===== src/rtl/mul_share_arbiter.sv =====
// Round-robin front end that time-shares one combinational 32x32 signed
// multiplier among N_REQ requesters. It accepts one operand pair, lets the
// multiplier settle for WAIT_CYCLES, and returns the product tagged with the
// owning requester index.
module mul_share_arbiter #(
  parameter int N_REQ       = 4,
  parameter int ID_W        = 2,
  parameter int WAIT_CYCLES = 2
) (
  input  logic                  slow_clk,
  input  logic                  rst,
  input  logic [N_REQ-1:0]      req_valid,
  input  logic [N_REQ*32-1:0]   req_a,
  input  logic [N_REQ*32-1:0]   req_b,
  output logic [N_REQ-1:0]      req_ready,
  output logic [31:0]           mul_a,
  output logic [31:0]           mul_b,
  input  logic [63:0]           mul_p,
  output logic                  rsp_valid,
  input  logic                  rsp_ready,
  output logic [ID_W-1:0]       rsp_id,
  output logic [63:0]           rsp_p,
  output logic                  busy
);

  typedef enum logic [1:0] {IDLE, CALC, RESP} state_t;

  state_t            state;
  logic [ID_W-1:0]   last_grant;
  logic [ID_W-1:0]   cur_id;
  logic [7:0]        cnt;

  logic              gnt_found;
  logic [N_REQ-1:0]  gnt_oh;
  logic [ID_W-1:0]   gnt_idx;
  logic [31:0]       gnt_a;
  logic [31:0]       gnt_b;

  // Round-robin pick: first pass scans indices above last_grant, second pass
  // wraps to the indices at or below it, so the search starts at last_grant+1.
  always_comb begin
    gnt_found = 1'b0;
    gnt_oh    = '0;
    gnt_idx   = '0;
    gnt_a     = '0;
    gnt_b     = '0;
    for (int pass = 0; pass < 2; pass++) begin
      for (int i = 0; i < N_REQ; i++) begin
        if (!gnt_found && req_valid[i] &&
            ((pass == 0) ? (i > int'(last_grant)) : (i <= int'(last_grant)))) begin
          gnt_found = 1'b1;
          gnt_oh[i] = 1'b1;
          gnt_idx   = ID_W'(i);
          gnt_a     = req_a[32*i +: 32];
          gnt_b     = req_b[32*i +: 32];
        end
      end
    end
  end

  // Grant is only offered while idle; it never depends on rsp_ready.
  assign req_ready = (state == IDLE) ? gnt_oh : '0;
  assign busy      = (state != IDLE);
  assign rsp_valid = (state == RESP);

  // Scheduler FSM: accept, settle, capture, then hold the response until taken.
  always_ff @(posedge slow_clk or posedge rst) begin
    if (rst) begin
      state      <= IDLE;
      last_grant <= ID_W'(N_REQ-1);
      cur_id     <= '0;
      cnt        <= '0;
      mul_a      <= '0;
      mul_b      <= '0;
      rsp_id     <= '0;
      rsp_p      <= '0;
    end else begin
      case (state)
        IDLE: begin
          if (gnt_found) begin
            mul_a      <= gnt_a;
            mul_b      <= gnt_b;
            cur_id     <= gnt_idx;
            last_grant <= gnt_idx;
            cnt        <= 8'(WAIT_CYCLES);
            state      <= CALC;
          end
        end
        CALC: begin
          cnt <= cnt - 8'd1;
          if (cnt == 8'd1) begin
            rsp_p  <= mul_p;
            rsp_id <= cur_id;
            state  <= RESP;
          end
        end
        RESP: begin
          if (rsp_ready) state <= IDLE;
        end
        default: state <= IDLE;
      endcase
    end
  end

endmodule


===== config.mk =====
export PLATFORM = sky130hd
export DESIGN_NAME = mul_share_arbiter
export DESIGN_NICKNAME = d
export VERILOG_FILES = /design/src/rtl/mul_share_arbiter.sv
export SDC_FILE = /design/constraint.sdc
export NUM_CORES = 1
export LEC_CHECK = 0
export CORE_AREA = 2 2 178 180
export DETAILED_ROUTE_END_ITERATION = 10
export DIE_AREA = 0 0 180 182
export SYNTH_ARGS = -nofsm -noshare
export SYNTH_HDL_FRONTEND = slang
export SYNTH_SLANG_ARGS = --single-unit

===== constraint.sdc =====
create_clock -name slow_clk -period 5.6 [get_ports slow_clk]
set_input_delay 1.12 -clock slow_clk [delete_from_list [all_inputs] [get_ports slow_clk]]
set_output_delay 1.12 -clock slow_clk [all_outputs]
set_load 0.05 [all_outputs]

==> impl_metrics.py <==
metrics = {
    "worst_hold_path": {
        "hold_class": "reg2reg",
    },
    "place": {
        "portBuffers": 462,
        "place_congestion": 0.842,
        "placed_area_um2": 14500,
        "post-place-ws_ns": 1.01,
        "hpwl_um": 29600,
    },
    "yosys": {
        "synth_edf_count": 0,
        "syn_area_per_cell_um2": 8.66,
        "yosys_warnings": 0,
        "synth_cell_type_count": 48,
        "ys_ff_latch": 144,
        "syn_nets": 1437,
        "async_flop_share_pct": 100,
        "seq_area_frac_synth_pct": 37.6,
        "synth_ff_type": "dfrtp_1",
        "synth_area_um2": 9600,
        "syn_inst": 1108,
    },
    "power": {
        "leakage_nw": 5.96,
        "total_power_w": 0.00866,
        "pwr-share-clk_pct": 14.0,
        "p_switching_w": 0.00437,
        "power_frac_seq_pct": 22.4,
        "powerDensity_nw_per_um2": 573,
        "sw_frac_of_total_pct": 50.5,
        "power.internal_w": 0.00429,
        "pwr-share-comb_pct": 63.6,
        "ir_worst_vdd_mv": 0.265,
    },
    "clocking": {
        "cts.htree.levels": 4,
        "clock_latency_ns": 0.44,
        "post_cts_resize_count": 0,
        "cts_tree": "done",
        "cts.path.max_buffers": 2,
        "post_cts_buffers": 0,
        "clk_pin_slew_ns": 0.07,
        "cts_root_buf": "clkbuf_16",
        "cts.sinks": 144,
        "numCtsBuffers": 17,
        "cts_hold_buf": 0,
    },
    "final_layout": {
        "layout-drive-gt1-share_pct": 10.0,
        "syn2layout_area_growth_pct": 57.3,
        "finalNetCount": 1823,
        "design_area_um2": 15100,
    },
    "sta": {
        "tightestPinTransition_ns": 1.07,
        "finalCritPeriodShare_pct": 81.4,
        "setup_violations": 0,
        "timing.hold.ws_ns": 0.506,
        "rsz0062_at_grt": "false",
        "fin_crit_ns": 4.56,
        "fin_skew_ns": 0.0201,
        "max_freq_mhz": 219,
        "final_max_slew_viol_count": 0,
        "maxSlewHeadroom_pct": 28.7,
        "finalSetupTns_ns": 0,
        "finalHoldViolCount": 0,
        "fin_ws_ns": 1.04,
    },
    "global_route": {
        "grt_usage_pct": 26.2,
        "antenna_found_initial": 4,
        "grt.overflow.total": 0,
        "grt_pass1_vias": 11179,
        "grt_max_degree": 96,
        "grt_pass1_wl_um": 67700,
    },
    "route": {
        "initialDrtViolationCount": 881,
        "vias_per_cell": 5.79,
        "drtAntennaViolNets": 0,
        "post-route-drc-count": 0,
        "wl_um": 44500,
        "drt_pass1_iterations": 9,
        "avgRoutedWirePerCell_um": 23.3,
        "vias": 11082,
    },
    "critical_path": {
        "crit_chain": "clkdlybuf4s50_1 -> nor3b_1 -> o31ai_4 -> a21oi_1 -> clkdlybuf4s50_1",
        "cp_top_family": "buffers and inverters",
        "cp-end-kind": "output port",
        "arrival_ns": 3.44,
        "cpMostUsedCell": "clkdlybuf4s50_1",
        "cpPeakStageDelay_ns": 0.88,
        "cp_max_fo": 11,
        "start_kind": "input port",
        "setup.worst_path.class": "in2out",
        "crit_buf_inv": 2,
        "required_ns": 4.48,
        "cp_slowest_cell": "clkdlybuf4s50_1",
    },
    "floorplan": {
        "dieArea_um2": 32800,
        "die_w_um": 180,
        "io_pins": 463,
        "dieHeight_um": 182,
        "fp-row-count": 65,
        "initial_core_util_pct": 31.0,
        "coreArea_um2": 31000,
    },
    "run": {
        "maxCapViolations": 0,
    },
    "outcome": {
        "status": "finished, final reports clean",
    },
}
per-layer routing:
metal	wire length [um]	up-vias	share of wire, %	GRT usage (%)
met1	18000	5350	41	33.0
met4	1240	0	2.8	9.20
li1	-	5026	-	-
met5	0	-	0	0
met3	3910	84	8.8	6.80
met2	21300	622	48	43.5
worst paths after layout:
| check | from | to | slack, ns | cells past startpoint |
|---|---|---|---|---|
| worst max-delay path | req_valid[3] | req_ready[1] | 1.04 | 5 |
| worst min-delay path | rsp_p[48] | rsp_p[48] | 0.51 | 1 |
| worst max register to register | last_grant[0] | mul_a[27] | 2.45 | 7 |
| worst min register to register | rsp_p[48] | rsp_p[48] | 0.51 | 1 |
| max in group asynchronous | rst | mul_a[2] | 3.33 | 3 |
| min in group asynchronous | rst | rsp_p[56] | 1.15 | 2 |
power groups by stage:
stage | combinational, W | sequential, W | clock [W]
5_1_grt | 0.00583 | 0.00201 | 0.00127
6_report | 0.00551 | 0.00194 | 0.00121
3_3_place_gp | 0.00547 | 0.00194 | 0
4_1_cts | 0.00552 | 0.00194 | 0.00124
3_5_place_dp | 0.00551 | 0.00195 | 0
2_1_floorplan | 0.00199 | 0.00355 | 0
worst register-to-register path, delay by kind of cell, from the launching register on:
kind	cells	cell delay, ns
buffers and inverters	2	0.85
AND/OR/NAND/NOR	1	0.65
AO/OA/AOI/OAI	4	0.64
flip-flops	1	0.94
placed cells by master, fill, tap and decap left out, drive strengths merged, types with 3 or more instances in the layout:
| master | count |
|---|---|
| and3b | 63 |
| dfrtp | 142 |
| diode | 4 |
| nand2b | 7 |
| nor2b | 5 |
| a31oi | 98 |
| clkinv | 4 |
| o21ai | 138 |
| buf | 34 |
| a221oi | 30 |
| a21o | 3 |
| clkdlybuf4s50 | 457 |
| o21a | 31 |
| nor3 | 4 |
| nand3 | 41 |
| a21oi | 103 |
| inv | 16 |
| nand2 | 44 |
| clkbuf | 17 |
| o22ai | 63 |
| nor2 | 77 |
| o221ai | 34 |
| mux2 | 66 |
logic make-up after synthesis:
logic type | share of synthesized area, %
AOI/OAI and AO/OA | 32.8
and+or+nand+nor | 14.4
DFF | 37.6
buffers and inverters | 5.83
muxes | 8.88
xor gates and xnor gates | 0.274
adders and majority gates | 0.261
sequential cells by signal, indices dropped and copies added (netlist names):
register and count:
cnt 8, cur_id 2, last_grant 2, mul_a 32, mul_b 32, rsp_id 2, rsp_p 64, state 2
cell usage after synthesis (2+ instances only):
cell type | n | area, um^2
o21a_1 | 31 | 233
o21ai_0 | 134 | 671
inv_1 | 8 | 30.0
mux2_4 | 29 | 435
nand4_1 | 2 | 12.5
or3_1 | 2 | 12.5
buf_4 | 2 | 15.0
ha_1 | 2 | 25.0
nor2_1 | 77 | 289
xor2_1 | 2 | 17.5
nor2b_1 | 5 | 31.3
a31oi_1 | 97 | 607
dfstp_2 | 2 | 52.6
a221oi_1 | 30 | 263
nor3_1 | 3 | 15.0
clkbuf_1 | 95 | 357
o221ai_1 | 34 | 298
and3b_1 | 63 | 552
and2_1 | 2 | 12.5
buf_6 | 4 | 45.0
nand3_1 | 41 | 205
o21ai_1 | 4 | 20.0
nand2_1 | 44 | 165
a21oi_2 | 2 | 17.5
buf_2 | 21 | 105
a21oi_1 | 101 | 505
a21o_1 | 3 | 22.5
buf_1 | 2 | 7.51
nand2b_1 | 7 | 43.8
a22o_1 | 2 | 17.5
mux2_2 | 37 | 417
dfrtp_1 | 142 | 3550
o22ai_1 | 63 | 394
metrics by stage:
stage	util (%)	instances
2_1_floorplan	-	1108
3_3_place_gp	46.7	1877
3_5_place_dp	46.7	1877
4_1_cts	48.7	1909
5_1_grt	48.7	1913
6_report	48.7	1913
final cells by class:
cell class | count | area (um^2)
inverters | 8 | 35.0
diodes | 4 | 10.0
clock inverters | 15 | 188
multi-input cells | 832 | 5510
fillers | 2990 | 15900
clock buffers | 17 | 425
repair buffers | 491 | 4820
flip-flops and latches | 144 | 3610
well taps | 402 | 503
No activity file was read; power rests on OpenSTA's default activity.
